**src/rtl/lcd_pkg.sv**
```systemverilog
// Shared types and constants for the HD44780 LCD bus sequencer.
// Bit positions refer to the processor's LCD I/O register word.
package lcd_pkg;

  typedef enum logic [2:0] {IDLE, SETUP, PULSE, HOLD, EXEC} lcd_state_e;

  localparam int LCD_ON_BIT   = 31;
  localparam int LCD_BLON_BIT = 30;
  localparam int LCD_TGL_BIT  = 10;
  localparam int LCD_RS_BIT   = 8;

  typedef struct packed {
    logic       rs;
    logic [7:0] data;
  } lcd_cmd_t;

  // Clear display (0x01) and return home (0x02/0x03) need the long execution wait.
  function automatic logic is_long_cmd(lcd_cmd_t cmd);
    return !cmd.rs && (cmd.data[7:2] == 6'd0) && (cmd.data != 8'd0);
  endfunction

endpackage

```
**src/rtl/lcd_cmd_fifo.sv**
```systemverilog
// Small synchronous command queue between register writes and the bus sequencer.
// A push into a full queue is accepted only when a pop happens in the same cycle.
module lcd_cmd_fifo #(
  parameter int WIDTH = 9,
  parameter int DEPTH = 4
) (
  input  logic                   clk,
  input  logic                   rst,
  input  logic                   push,
  input  logic                   pop,
  input  logic [WIDTH-1:0]       wdata,
  output logic [WIDTH-1:0]       rdata,
  output logic                   full,
  output logic                   empty,
  output logic [$clog2(DEPTH):0] count
);
  localparam int AW = $clog2(DEPTH);

  logic [WIDTH-1:0] mem [DEPTH];
  logic [AW-1:0]    wr_ptr, rd_ptr;
  logic             do_push, do_pop;

  assign full    = (count == (AW+1)'(DEPTH));
  assign empty   = (count == '0);
  assign do_pop  = pop && !empty;
  assign do_push = push && (!full || do_pop);
  assign rdata   = mem[rd_ptr];

  always_ff @(posedge clk or posedge rst) begin
    if (rst) begin
      wr_ptr <= '0;
      rd_ptr <= '0;
      count  <= '0;
    end else begin
      if (do_push) wr_ptr <= wr_ptr + 1'b1;
      if (do_pop)  rd_ptr <= rd_ptr + 1'b1;
      case ({do_push, do_pop})
        2'b10:   count <= count + 1'b1;
        2'b01:   count <= count - 1'b1;
        default: ;
      endcase
    end
  end

  always_ff @(posedge clk) begin
    if (do_push) mem[wr_ptr] <= wdata;
  end

endmodule

```
**src/rtl/lcd_ctrl.sv**
```systemverilog
// HD44780 bus sequencer: captures TGL-marked writes from the LCD I/O register,
// queues them, and plays each out with setup / enable / hold / execution timing.
module lcd_ctrl
  import lcd_pkg::*;
#(
  parameter int SETUP_CYC      = 2,
  parameter int EN_PULSE_CYC   = 12,
  parameter int HOLD_CYC       = 2,
  parameter int EXEC_CYC       = 2000,
  parameter int CLEAR_EXEC_CYC = 82000,
  parameter int FIFO_DEPTH     = 4
) (
  input  logic        i_clk,
  input  logic        i_reset,
  input  logic [31:0] i_io_lcd,
  output logic [7:0]  o_lcd_data,
  output logic        o_lcd_rs,
  output logic        o_lcd_rw,
  output logic        o_lcd_en,
  output logic        o_lcd_on,
  output logic        o_lcd_blon,
  output logic        o_busy,
  output logic        o_full,
  output logic        o_overflow
);
  localparam int MAX_CYC = (CLEAR_EXEC_CYC > EXEC_CYC) ? CLEAR_EXEC_CYC : EXEC_CYC;
  localparam int CNT_W   = $clog2(MAX_CYC) + 1;

  logic [31:0]                  lcd_q;
  logic                         tgl_prev;
  logic                         evt, push, pop, empty, full;
  logic [$clog2(FIFO_DEPTH):0]  count;
  lcd_cmd_t                     cmd_in, cmd_out;

  lcd_state_e       state, state_n;
  logic [CNT_W-1:0] cnt, cnt_n;
  logic [7:0]       data_n;
  logic             rs_n, en_n;

  always_ff @(posedge i_clk or posedge i_reset) begin
    if (i_reset) begin
      lcd_q    <= '0;
      tgl_prev <= 1'b0;
    end else begin
      lcd_q    <= i_io_lcd;
      tgl_prev <= lcd_q[LCD_TGL_BIT];
    end
  end

  logic unused_bits;
  assign unused_bits = ^{lcd_q[29:11], lcd_q[9]};

  assign o_lcd_on   = lcd_q[LCD_ON_BIT];
  assign o_lcd_blon = lcd_q[LCD_BLON_BIT];
  assign o_lcd_rw   = 1'b0;

  assign evt    = lcd_q[LCD_TGL_BIT] != tgl_prev;
  assign cmd_in = '{rs: lcd_q[LCD_RS_BIT], data: lcd_q[7:0]};
  assign push   = evt;

  lcd_cmd_fifo #(.WIDTH(9), .DEPTH(FIFO_DEPTH)) u_fifo (
    .clk   (i_clk),
    .rst   (i_reset),
    .push  (push),
    .pop   (pop),
    .wdata (cmd_in),
    .rdata (cmd_out),
    .full  (full),
    .empty (empty),
    .count (count)
  );

  assign o_full = full;
  assign o_busy = (state != IDLE) || (count != '0);

  // Dropped only when the queue stays full through this cycle (no pop frees a slot).
  always_ff @(posedge i_clk or posedge i_reset) begin
    if (i_reset)                    o_overflow <= 1'b0;
    else if (evt && full && !pop)   o_overflow <= 1'b1;
  end

  always_ff @(posedge i_clk or posedge i_reset) begin
    if (i_reset) begin
      state      <= IDLE;
      cnt        <= '0;
      o_lcd_data <= '0;
      o_lcd_rs   <= 1'b0;
      o_lcd_en   <= 1'b0;
    end else begin
      state      <= state_n;
      cnt        <= cnt_n;
      o_lcd_data <= data_n;
      o_lcd_rs   <= rs_n;
      o_lcd_en   <= en_n;
    end
  end

  always_comb begin
    state_n = state;
    cnt_n   = cnt;
    data_n  = o_lcd_data;
    rs_n    = o_lcd_rs;
    pop     = 1'b0;
    case (state)
      IDLE: if (!empty && lcd_q[LCD_ON_BIT]) begin
        pop     = 1'b1;
        data_n  = cmd_out.data;
        rs_n    = cmd_out.rs;
        cnt_n   = CNT_W'(SETUP_CYC - 1);
        state_n = SETUP;
      end
      SETUP: if (cnt == '0) begin
        cnt_n   = CNT_W'(EN_PULSE_CYC - 1);
        state_n = PULSE;
      end else cnt_n = cnt - 1'b1;
      PULSE: if (cnt == '0) begin
        cnt_n   = CNT_W'(HOLD_CYC - 1);
        state_n = HOLD;
      end else cnt_n = cnt - 1'b1;
      HOLD: if (cnt == '0) begin
        cnt_n   = is_long_cmd('{rs: o_lcd_rs, data: o_lcd_data})
                  ? CNT_W'(CLEAR_EXEC_CYC - 1) : CNT_W'(EXEC_CYC - 1);
        state_n = EXEC;
      end else cnt_n = cnt - 1'b1;
      EXEC: if (cnt == '0) state_n = IDLE;
            else           cnt_n   = cnt - 1'b1;
      default: state_n = IDLE;
    endcase
    // Registered from the next state so EN changes only on clock edges.
    en_n = (state_n == PULSE);
  end

endmodule

```
**config.mk**
```make
export PLATFORM = sky130hd
export DESIGN_NAME = lcd_ctrl
export DESIGN_NICKNAME = d
export VERILOG_FILES = /design/src/rtl/lcd_pkg.sv /design/src/rtl/lcd_cmd_fifo.sv /design/src/rtl/lcd_ctrl.sv
export SDC_FILE = /design/constraint.sdc
export NUM_CORES = 1
export LEC_CHECK = 0
export BUFFER_PORTS_ARGS = -buffer_cell sky130_fd_sc_hd__buf_4
export CAP_MARGIN = 5
export CORE_MARGIN = 2
export CORE_UTILIZATION = 27
export CTS_CLUSTER_SIZE = 8
export DETAILED_ROUTE_END_ITERATION = 12
export HOLD_SLACK_MARGIN = 0.05
export SKIP_LAST_GASP = 1
export SLEW_MARGIN = 10
export SYNTH_ARGS = -nofsm -noshare
export SYNTH_HDL_FRONTEND = slang
export SYNTH_SLANG_ARGS = --single-unit
```
**constraint.sdc**
```tcl
create_clock -name i_clk -period 4.9 [get_ports i_clk]
set_input_delay 0.735 -clock i_clk [delete_from_list [all_inputs] [get_ports i_clk]]
set_output_delay 0.735 -clock i_clk [all_outputs]
set_load 0.02 [all_outputs]
```
* Word level (Yosys, flattened, before mapping)
Memory sizes are Yosys's and may differ from the RTL's. A register that Yosys moved wholly into a read port is not among the register bits.
Cells that the tools add are included.
** Storage, ports and cells
- RAM bits :: 36
- Memories kept :: 1
- Bits in latches :: 0
- Bits in registers :: 63
- Output and inout port bits :: 16
- Input port bits :: 34
- Memory bits (read-only) :: 0
** Cells by class
- Equality and inequality tests :: 11
- Reductions and logical operators :: 24
- $mul :: 0
- Shift-type cells :: 0
- $add $sub $neg :: 5
- Mux-type cells :: 18
- Bitwise operators :: 0
- Order comparisons :: 0
- Div/mod/pow operators :: 0
** Memory list
- u_fifo.mem :: depth 4, width 9, rd ports 1, clocked after Yosys merged registers in 1, wr ports 1, line lcd_cmd_fifo.sv:19 : logic [WIDTH-1:0] mem [DEPTH];
** Operators by type and width (number)
- $mux W18 :: 5
- $pmux W18 S5 :: 1
- $logic_not A18 Y1 :: 1
- $sub A18 B1 Y18 const B :: 1
- $mux W17 :: 1
- $mux W3 :: 5
- $pmux W3 S5 :: 1
- $eq A3 B2 Y1 const B :: 3
- $reduce_bool A8 Y1 :: 1
- $logic_and A1 B1 Y1 :: 7
- $eq A3 B3 Y1 const B :: 2
- $logic_not A3 Y1 :: 2
- $logic_not A6 Y1 :: 1
- $pmux W3 S2 :: 1
- $reduce_bool A3 Y1 :: 2
- $reduce_bool A5 Y1 :: 1
- $add A2 B1 Y2 const B :: 2
- $logic_not A1 Y1 :: 4
- $mux W1 :: 4
- $ne A2 B2 Y1 const B :: 2
- $add A3 B1 Y3 const B :: 1
- $eq A3 B1 Y1 const B :: 1
- $reduce_and A3 Y1 :: 1
- $sub A3 B1 Y3 const B :: 1
- other kinds (6) :: 7

* Longest topological paths before layout
Gate-level depths: netlist of run 1.
- Word-level depth :: 10
- Gate-level depth with buffers :: 8
- Mapped depth without buffers :: 7

* Modules after synthesis
Synthesis of run 1 repeated with hierarchy kept, for this count alone.
** Second synthesis, totals
- Cell total of the unflattened synthesis :: 345
- Area total of the unflattened synthesis :: 4180.3 µm²
** Modules (own cells, without submodules)
- lcd_ctrl :: area each 2354.8 µm², times used 1, cells an instance 241
- lcd_cmd_fifo :: area each 1825.5 µm², times used 1, cells an instance 104

* Worst setup path after synthesis of run 1
OpenSTA, ideal clock, no wires.
- Path type :: register to register
- Start :: reg cnt[13]
- End :: reg cnt[10]
- Cell stages (with the launch flop) :: 7
- Period minus slack after synthesis :: 2223 ps
- Arrival time :: 2093 ps
- Data required time :: 4770 ps
- Buffers on the path :: 1
- Library setup time :: 130 ps
- Setup slack :: 2677 ps
- Cell sequence :: dfrtp_1 > or4_4 > or4_4 > buf_6 > o221a_1 > a311oi_1 > o21ai_1
** On the way
- Word-level cells in the longest chain between the ends :: 3
- Elaborated cells on any way between the ends :: 7
- Classes of those cells :: eq/ne: 1; mux: 4; reduce/logical: 2
** Ends and longest elaborated chain
- start, declared :: line lcd_ctrl.sv:36 : logic [CNT_W-1:0] cnt, cnt_n;
- start signal, assigned :: line lcd_ctrl.sv:91 : cnt <= cnt_n;
- $logic_not A18 Y1 (*)
- $mux W18, or another cell as far along :: line lcd_ctrl.sv:120 : HOLD: if (cnt == '0) begin
- $pmux W18 S5 or $reduce_and A3 Y1 (tied branches)
Every way passes the cells marked *; elsewhere a longest branch is shown, timed or not.
A chain may end at the register's enable or synchronous reset.

* Worst setup path after layout of run 1
- Start :: reg state[2]
- End :: mem u_fifo.mem[1][6], enable pin
** On the way
- Word-level cells in the longest chain between the ends :: 7
** Ends and longest elaborated chain
- start, declared :: line lcd_ctrl.sv:35 : lcd_state_e state, state_n;
- start signal, assigned :: line lcd_ctrl.sv:90 : state <= state_n;
- $logic_not A3 Y1 :: line lcd_ctrl.sv:104 : case (state)
- $mux W1 :: line lcd_ctrl.sv:104
- $logic_and A1 B1 Y1 :: line lcd_cmd_fifo.sv:25 : assign do_pop = pop && !empty;
- $logic_or A1 B1 Y1 :: line lcd_cmd_fifo.sv:26 : assign do_push = push && (!full || do_pop);
- $logic_and A1 B1 Y1 :: line lcd_cmd_fifo.sv:26
- $mux W1 :: line lcd_cmd_fifo.sv:46 : if (do_push) mem[wr_ptr] <= wdata;
- $mux W1 (not written as such) :: line lcd_cmd_fifo.sv:46
- end, declared :: line lcd_cmd_fifo.sv:19
Every way passes these cells.

==> results.toml, run 1 <==
[status]
status = "complete, no violations"

[synth]
ys_top_cells_by_area = "dfrtp_1 33%, edfxtp_1 27%, mux4_2 5.1%"
synth_edf_count = 36
ys.flop_type = "dfrtp_1"
yosysUniqueCellTypes = 60
synth-async-reset-ratio_pct = 59.1
synth-seq-area-share_pct = 59.7
yosysTopAreaCell = "dfrtp_1"
syn_inst = 330
synth_top_area_share_pct = 32.6
synth-seq-cells = 88
syn_area_mm2 = 0.00399
syn-num-nets = 371
yosysWarningCount = 0
yosys-top-cells-count = "52 x dfrtp_1, 44 x nand2_1, 36 x edfxtp_1"
syn_area_per_cell_um2 = 12.1
synth_most_common_cell = "dfrtp_1"

[global_route]
grt_pass1_vias = 2679
grt_start_max_net_pins = 53
grt_first_pass_wirelength_mm = 13.3
overflow = 0
antenna_found_initial = 0
track_usage_pct = 10.5

[power_and_ir_drop]
power_density_mw_per_mm2 = 592
p_seq_share_pct = 43.1
power.leakage_nw = 1.82
combPwrFrac_pct = 32.9
ir_worst_vdd_mv = 0.253
p_int_mw = 1.72
p_clk_share_pct = 24.0
power_mw = 2.76
netSwitchingFraction_pct = 37.5
netSwitchingPower_mw = 1.03

[min_path]
hold_depth = 0
hold_path.startpoint = "lcd_q[10]"
hold_path_class = "register to register"
min_to = "tgl_prev"

[routing]
drt_iter0_markers = 163
drt_wl_total_mm = 8.06
firstDrtPassIters = 5
drcViolationCount = 0
ant_nets = 0
avgViaCountPerCell = 4.91
wl_per_cell_um = 14.8
num_vias = 2677

[cts]
insertion_delay_ns = 0.35
clockBufferDepth = 2
post_cts_buffers = 0
cts_root_buf = "clkbuf_16"
path_clk_slew_ns = 0.07
clkSinkCount = 88
cts_tree = "done"
htree_levels = 3
ctsResizeCount = 0
cts_hold_buf = 0
cts_made_buffers = 9

[setup_path]
path_class = "register to register"
crit_path_max_fanout = 17
timing.critical_path.from_type = "register"
rr_startpoint = "state[2]"
slowest_delay_ns = 0.59
cpMaxStageDelayCell = "dfrtp_1"
ff2ff_setup_slack_ns = 1.98
crit_start = "state[2]"
cp.required_ns = 4.89
cp.arrival_ns = 2.90
cpLargestDelayFamily = "simple AND/OR/NAND/NOR gates"
reg2reg_depth = 4
critical_path_buf_inv_count = 0
r2r_end = "u_fifo.mem[1][6]"
worstSetupEndpointType = "register"
worstPathCellList = "nor3_1, nand2_1, a21oi_1, and2_1"

[floorplanning]
die_area_mm2 = 0.0158
ios = 50
start_util_pct = 27.6
core_area_mm2 = 0.0145
rows = 44
die_y_um = 126
die_w_um = 126

[sta]
setup_viol = 0
fin_skew_ns = 0.00935
tns_ns = 0
fin_crit_ns = 2.92
fmax_mhz = 343
rsz0062_at_grt = "no"
timing.hold.ws_ns = 0.444
final-hold-violation-count = 0
timing.final.crit_share_pct = 59.5
final_max_slew_viol_count = 0
slew-limit-headroom_pct = 38.8
worst_slew_pin_slew_ns = 0.916
setup_slack_ns = 1.98

[placed_design]
gp_congestion = 0.856
dp.cells = 529
dp_hpwl_mm = 5.60
io_buffer_count = 28
pre_cts_ws_ns = 1.96
place_area_mm2 = 0.00437

[layout]
post-route-util_pct = 32.2
stdcell_count = 545
ff_latch_area_mm2 = 0.00238
fillers = 1454
multi_input_area_mm2 = 0.00148
fin_area_mm2 = 0.00466
drive_above_1_share_pct = 18.0
layout.nets = 397
n_antenna_cell = 0
area_growth_pct = 16.7

[run]
cap_violations = 0
==> worst max path at each step <==
stage                       end  slack, ns  cells after the start
6_report       u_fifo.mem[1][6]       1.98                      4
5_1_grt        u_fifo.mem[3][6]       1.78                      4
4_1_cts        u_fifo.mem[2][6]       1.95                      4
3_5_place_dp   u_fifo.mem[3][4]       1.96                      4
3_3_place_gp   u_fifo.mem[3][4]       2.01                      4
2_1_floorplan           cnt[10]       2.68                      6
==> cell families (layout without fill, tap and decap cells) <==
| group | after synthesis | count (layout) | synth area share [%] |
|---|---|---|---|
| AND/OR/NAND/NOR | 118 | 118 | 15.4 |
| buffers and inverters | 30 | 61 | 3.14 |
| other | 1 | 1 | 0.0940 |
| flip-flops | 88 | 88 | 59.7 |
| AO/OA/AOI/OAI | 60 | 60 | 10.3 |
| adder cells (fa/ha/maj) | 7 | 7 | 2.38 |
| multiplexers | 14 | 14 | 6.33 |
| XOR/XNOR | 12 | 12 | 2.63 |
==> registers in the layout, summed over array words and instances, names as in the netlist <==
register and count:
o_lcd_data 8, u_fifo.wr_ptr 2, u_fifo.count 3, u_fifo.mem 36
o_lcd_en 1, cnt 18, u_fifo.rd_ptr 2, tgl_prev 1
state 3, lcd_q 12, o_overflow 1, o_lcd_rs 1
==> layout make-up <==
type                    instances  area share [%]
inverters                      17            1.40
well taps                     184            4.94
clock inverters                 7            1.29
multi-input cells             212            31.8
repair buffers                 28            4.51
clock buffers                   9            4.84
flip-flops and latches         88            51.2
==> power groups by stage <==
stage | clock (mW) | sequential [mW] | combinational [mW]
4_1_cts | 0.685 | 1.19 | 0.914
5_1_grt | 0.709 | 1.22 | 1.00
2_1_floorplan | 0 | 1.14 | 0.705
3_5_place_dp | 0 | 1.21 | 0.909
6_report | 0.662 | 1.19 | 0.907
3_3_place_gp | 0 | 1.19 | 0.896
==> layout by cell type (no fill, tap or decap), types with 3 or more instances in the layout <==
master | netlist | routed
a21oi_1 | 13 | 13
a31oi_1 | 8 | 8
and2_1 | 5 | 5
buf_4 | 1 | 28
clkbuf_16 | 0 | 9
dfrtp_1 | 52 | 52
edfxtp_1 | 36 | 36
ha_1 | 6 | 6
inv_1 | 17 | 16
inv_6 | 0 | 4
mux2i_1 | 5 | 5
mux4_2 | 9 | 9
nand2_1 | 44 | 44
nand3_1 | 6 | 6
nand4_1 | 4 | 4
nor2_1 | 16 | 16
nor3_1 | 12 | 12
nor4_1 | 4 | 4
o2111ai_1 | 4 | 4
o211ai_1 | 5 | 5
o21ai_0 | 6 | 6
o21ai_1 | 4 | 4
or3_1 | 7 | 7
or4_1 | 3 | 3
xnor2_1 | 9 | 9
xor2_1 | 3 | 3
==> layer usage <==
metal	share of wire [%]	GRT usage, %	wire, um
met1	43	13.4	3500
met4	1.3	3.33	101
met5	0	0	0
met3	5.2	2.82	415
met2	50	17.4	4040
(Power assumes the default switching activity.)
==> run 2, diff against run 1 <==
Clock period 4.9 ns to 2.5 ns, I/O delays scaled along.
==> run 2 against run 1 <==
Compared with the run above:
- clock skew fell by 0.0044 ns
- count of clock-buffer cells in the layout unchanged
- wire length grew 5.3%
- largest power group unchanged
- clock power rose by 110%
- register-to-register slack got worse by 1.8 ns
- critical path depth is 1 higher
- sequential share of layout area decreased by 1.8 points
- maximum frequency up 28%
==> results.toml, run 2 (same netlist as run 1, synthesis figures left out) <==
[status]
status = "complete, no violations"

[setup_path]
timing.critical_path.from_type = "register"
cp.arrival_ns = 2.51
slowest_delay_ns = 0.58
crit_top_cell = "or4_4"
cp.required_ns = 2.72
crit_path_max_fanout = 13
reg2reg_depth = 5
cpLargestDelayFamily = "simple AND/OR/NAND/NOR gates"
critical_path_buf_inv_count = 0
r2r_end = "cnt[10]"
rr_startpoint = "cnt[13]"
worstPathCellList = "or4_4, or4_4, o221a_1, a311oi_1, o21ai_1"
cpMaxStageDelayCell = "or4_4"
path_class = "register to register"
worstSetupEndpointType = "register"
ff2ff_setup_slack_ns = 0.21

[layout]
layout_commonest_cell = "dfrtp_1"
ff_latch_area_mm2 = 0.00238
multi_input_area_mm2 = 0.00148
top_register = "u_fifo.mem"
top_regs = "u_fifo.mem (36), cnt (18), lcd_q (12)"
final_cell_mix = "52 x dfrtp_1, 47 x buf_4, 44 x nand2_1"
fillers = 1447
largest_reg_flops = 36
drive_above_1_share_pct = 22.1
area_growth_pct = 20.9
n_antenna_cell = 0
layout.nets = 416

[global_route]
antenna_found_initial = 0
track_usage_pct = 11.2
grt_pass1_vias = 2755
grt_first_pass_wirelength_mm = 14.0
grt_start_max_net_pins = 26
overflow = 0

[cts]
htree_levels = 3
path_clk_slew_ns = 0.07
cts_hold_buf = 0
post_cts_buffers = 0
clockBufferDepth = 2
clkSinkCount = 88
cts_made_buffers = 9
cts_root_buf = "clkbuf_16"
insertion_delay_ns = 0.34
cts_tree = "done"
ctsResizeCount = 0

[sta]
timing.final.crit_share_pct = 91.5
rsz0062_at_grt = "no"
timing.hold.ws_ns = 0.0740
worst_slew_pin_slew_ns = 0.652
fin_crit_ns = 2.29
final-hold-violation-count = 0
setup_viol = 0
setup_slack_ns = 0.213
tns_ns = 0
fin_skew_ns = 0.00493
slew-limit-headroom_pct = 56.5
fmax_mhz = 437
final_max_slew_viol_count = 0

[run]
cap_violations = 0

[power_and_ir_drop]
power_density_mw_per_mm2 = 1170
power.leakage_nw = 1.93
ir_worst_vdd_mv = 0.602
power_mw = 5.63

[floorplanning]
core_area_mm2 = 0.0145
rows = 44
ios = 50
die_y_um = 126
die_area_mm2 = 0.0158
die_w_um = 126
start_util_pct = 27.6

[routing]
num_vias = 2707
avgViaCountPerCell = 4.80
drt_wl_total_mm = 8.49
drt_iter0_markers = 138
ant_nets = 0
drcViolationCount = 0
wl_per_cell_um = 15.0
firstDrtPassIters = 4

[placed_design]
io_buffer_count = 28
dp_hpwl_mm = 6.20
pre_cts_ws_ns = 0.229
gp_congestion = 0.878

[min_path]
hold_path_class = "primary input to async pin"
run 2: how the worst max path moves through the flow:
stage,start,endpoint,slack [ns],cells past startpoint
floorplan,cnt[13],cnt[10],0.28,6
global placement,cnt[13],cnt[10],0.23,5
detailed placement,cnt[13],cnt[10],0.23,5
CTS,cnt[13],cnt[10],0.21,5
global route,cnt[0],cnt[16],0.01,7
finish,cnt[13],cnt[10],0.21,5
run 2: final cells by class:
type | count | area share, %
Sequential cell | 88 | 49.4
Inverter | 17 | 1.32
Timing Repair Buffer | 47 | 7.32
Clock inverter | 7 | 1.79
Multi-Input combinational cell | 212 | 30.7
Tap cell | 184 | 4.77
Clock buffer | 9 | 4.67
run 2: metal layers:
layer	vias to the layer above	global-route usage, %	wire length, um
met4	0	3.46	125
met5	-	0	0
met3	9	2.57	315
li1	1308	-	-
met1	1329	13.7	3590
met2	61	19.6	4460
run 2: per-stage QoR:
stage               std cells  cell area, um2  util (%)
global placement          548            4510      31.2
finish                    564            4820      33.3
global route              564            4820      33.3
detailed placement        548            4510      31.2
floorplan                 330            3990         -
CTS                       564            4820      33.3
run 2: power breakdown:
part           internal, mW  leakage (nW)  total (mW)  switching (mW)
combinational         0.863         0.805        1.93            1.07
sequential             1.91         0.970        2.30           0.388
clock                 0.799         0.156        1.40           0.600
total                  3.58          1.93        5.63            2.06
==> run 3, diff against run 2 <==
Settings changed: GPL_TIMING_DRIVEN from default to 0, PLACE_DENSITY_LB_ADDON from default to 0.08, TNS_END_PERCENT from default to 20.
==> run 3 against run 2 <==
Compared with the run above:
- flip-flop and latch count unchanged
- wire length up 9.9%
- worst setup slack lost 0.16 ns
- die area stayed put
- via count fell by 2.0%
- critical path depth rose by 1
- sequential share of layout area rose by 0.62 points
- global-route usage up 1.4 points
- clock power decreased by 12%
- clock skew grew 0.0019 ns
- power is 2.2% lower
- cell count fell by 0.89%
==> results.toml, run 3 (same netlist as run 1, synthesis figures left out) <==
[status]
status = "complete, no violations"

[layout]
fin_area_mm2 = 0.00476
largest_reg_flops = 36
final_cell_mix = "52 x dfrtp_1, 43 x nand2_1, 36 x edfxtp_1"
layout_commonest_cell = "dfrtp_1"
top_register = "u_fifo.mem"
drive_above_1_share_pct = 20.8
area_growth_pct = 19.4
n_antenna_cell = 0
fillers = 1501
post-route-util_pct = 32.9
top_regs = "u_fifo.mem (36), cnt (18), lcd_q (12)"
stdcell_count = 559
layout.nets = 411

[setup_path]
cp.arrival_ns = 2.67
worstSetupEndpointType = "register"
path_class = "register to register"
reg2reg_depth = 6
timing.critical_path.from_type = "register"
crit_path_max_fanout = 10
cp.required_ns = 2.72

[power_and_ir_drop]
netSwitchingPower_mw = 2.07
netSwitchingFraction_pct = 37.6
power_mw = 5.51
ir_worst_vdd_mv = 0.394
p_int_mw = 3.44
power.leakage_nw = 1.85
p_clk_share_pct = 22.4
p_seq_share_pct = 40.0
power_density_mw_per_mm2 = 1160
combPwrFrac_pct = 37.6

[sta]
fin_skew_ns = 0.00681
rsz0062_at_grt = "yes"
fin_crit_ns = 2.45
slew-limit-headroom_pct = 44.4
timing.final.crit_share_pct = 97.9
fmax_mhz = 409
setup_viol = 0
final_max_slew_viol_count = 0
final-hold-violation-count = 0
timing.hold.ws_ns = 0.117
worst_slew_pin_slew_ns = 0.835

[cts]
cts_tree = "done"
htree_levels = 3
clkSinkCount = 88
path_clk_slew_ns = 0.06
insertion_delay_ns = 0.35
cts_made_buffers = 9
clockBufferDepth = 2
cts_root_buf = "clkbuf_16"

[routing]
ant_nets = 0
drcViolationCount = 0
num_vias = 2654
drt_wl_total_mm = 9.33
drt_iter0_markers = 185
avgViaCountPerCell = 4.75
firstDrtPassIters = 7
wl_per_cell_um = 16.7

[floorplanning]
ios = 50
core_area_mm2 = 0.0145
die_area_mm2 = 0.0158
die_y_um = 126
die_w_um = 126
rows = 44
start_util_pct = 27.6

[min_path]
hold_path_class = "primary input to async pin"

[placed_design]
dp.cells = 543
io_buffer_count = 28
dp_hpwl_mm = 6.55
place_area_mm2 = 0.00445
gp_congestion = 0.787

[global_route]
grt_start_max_net_pins = 28
antenna_found_initial = 0
grt_pass1_vias = 2718
track_usage_pct = 12.6
overflow = 0
grt_first_pass_wirelength_mm = 15.2

[run]
cap_violations = 0
## run 3: changes by cell type in the layout (fill, tap and decap cells not counted), sizes merged
cell      before  now
clkinv         2    3
clkinvlp       0    2
inv           21   18
buf           47   35
clkbuf         9   17
bufinv         1    0
## run 3: power by group through the flow
stage	clock (mW)	combinational (mW)	sequential, mW
2_1_floorplan	0	1.38	2.24
3_3_place_gp	0	2.06	2.23
3_5_place_dp	0	2.04	2.24
4_1_cts	1.28	2.08	2.21
5_1_grt	1.35	2.30	2.27
6_report	1.23	2.07	2.20
## run 3: per-layer routing
layer | routed length [um] | track usage, % | up-vias
li1 | - | - | 1290
met5 | 0 | 0 | -
met2 | 4160 | 18.3 | 47
met4 | 172 | 5.10 | 0
met3 | 339 | 3.04 | 14
met1 | 4660 | 18.1 | 1303
## run 3: layout make-up
| type | count | area [um2] | area share (%) |
|---|---|---|---|
| multi-input combinational | 212 | 1530 | 32.1 |
| sequential | 88 | 2380 | 50.0 |
| tap | 184 | 230 | 4.83 |
| inverter | 17 | 63.8 | 1.34 |
| clock inverter | 6 | 35.0 | 0.735 |
| clock buffer | 10 | 229 | 4.81 |
| timing repair buffer | 30 | 238 | 4.99 |
| buffer | 12 | 57.6 | 1.21 |
## run 3: worst paths after layout
kind / startpoint / endpoint / slack, ns
setup reg to reg: cnt[13] / cnt[10] / 0.05
setup / recovery: cnt[13] / cnt[10] / 0.05
max in group asynchronous: i_reset / lcd_q[5] / 1.81
min in group i_clk: i_io_lcd[7] / lcd_q[7] / 0.13
hold / removal: i_reset / cnt[6] / 0.12
hold reg to reg: lcd_q[10] / tgl_prev / 0.43
## run 3: worst max-delay path: stages, from the launching register on
cell,delay (ns)
dfrtp_1,0.41
or4_4,0.58
or4_4,0.49
buf_6,0.17
o221a_1,0.27
a311oi_2,0.29
o21ai_1,0.10
## run 3: repair_timing
action	in CTS	in global routing
buffers inserted	1	0
hold endpoints to repair	0	0
pin swaps	1	0
endpoints found under the setup margin	43	52
gates resized for setup	6	8
hold buffers	0	0
## run 3: through the flow
stage	setup TNS (ns)	setup WS, ns
2_1_floorplan	0	0.277
3_3_place_gp	-13.63	-0.394
3_5_place_dp	-9.56	-0.275
4_1_cts	-0.0126	-0.00928
5_1_grt	-0.0386	-0.0386
6_report	0	0.0522
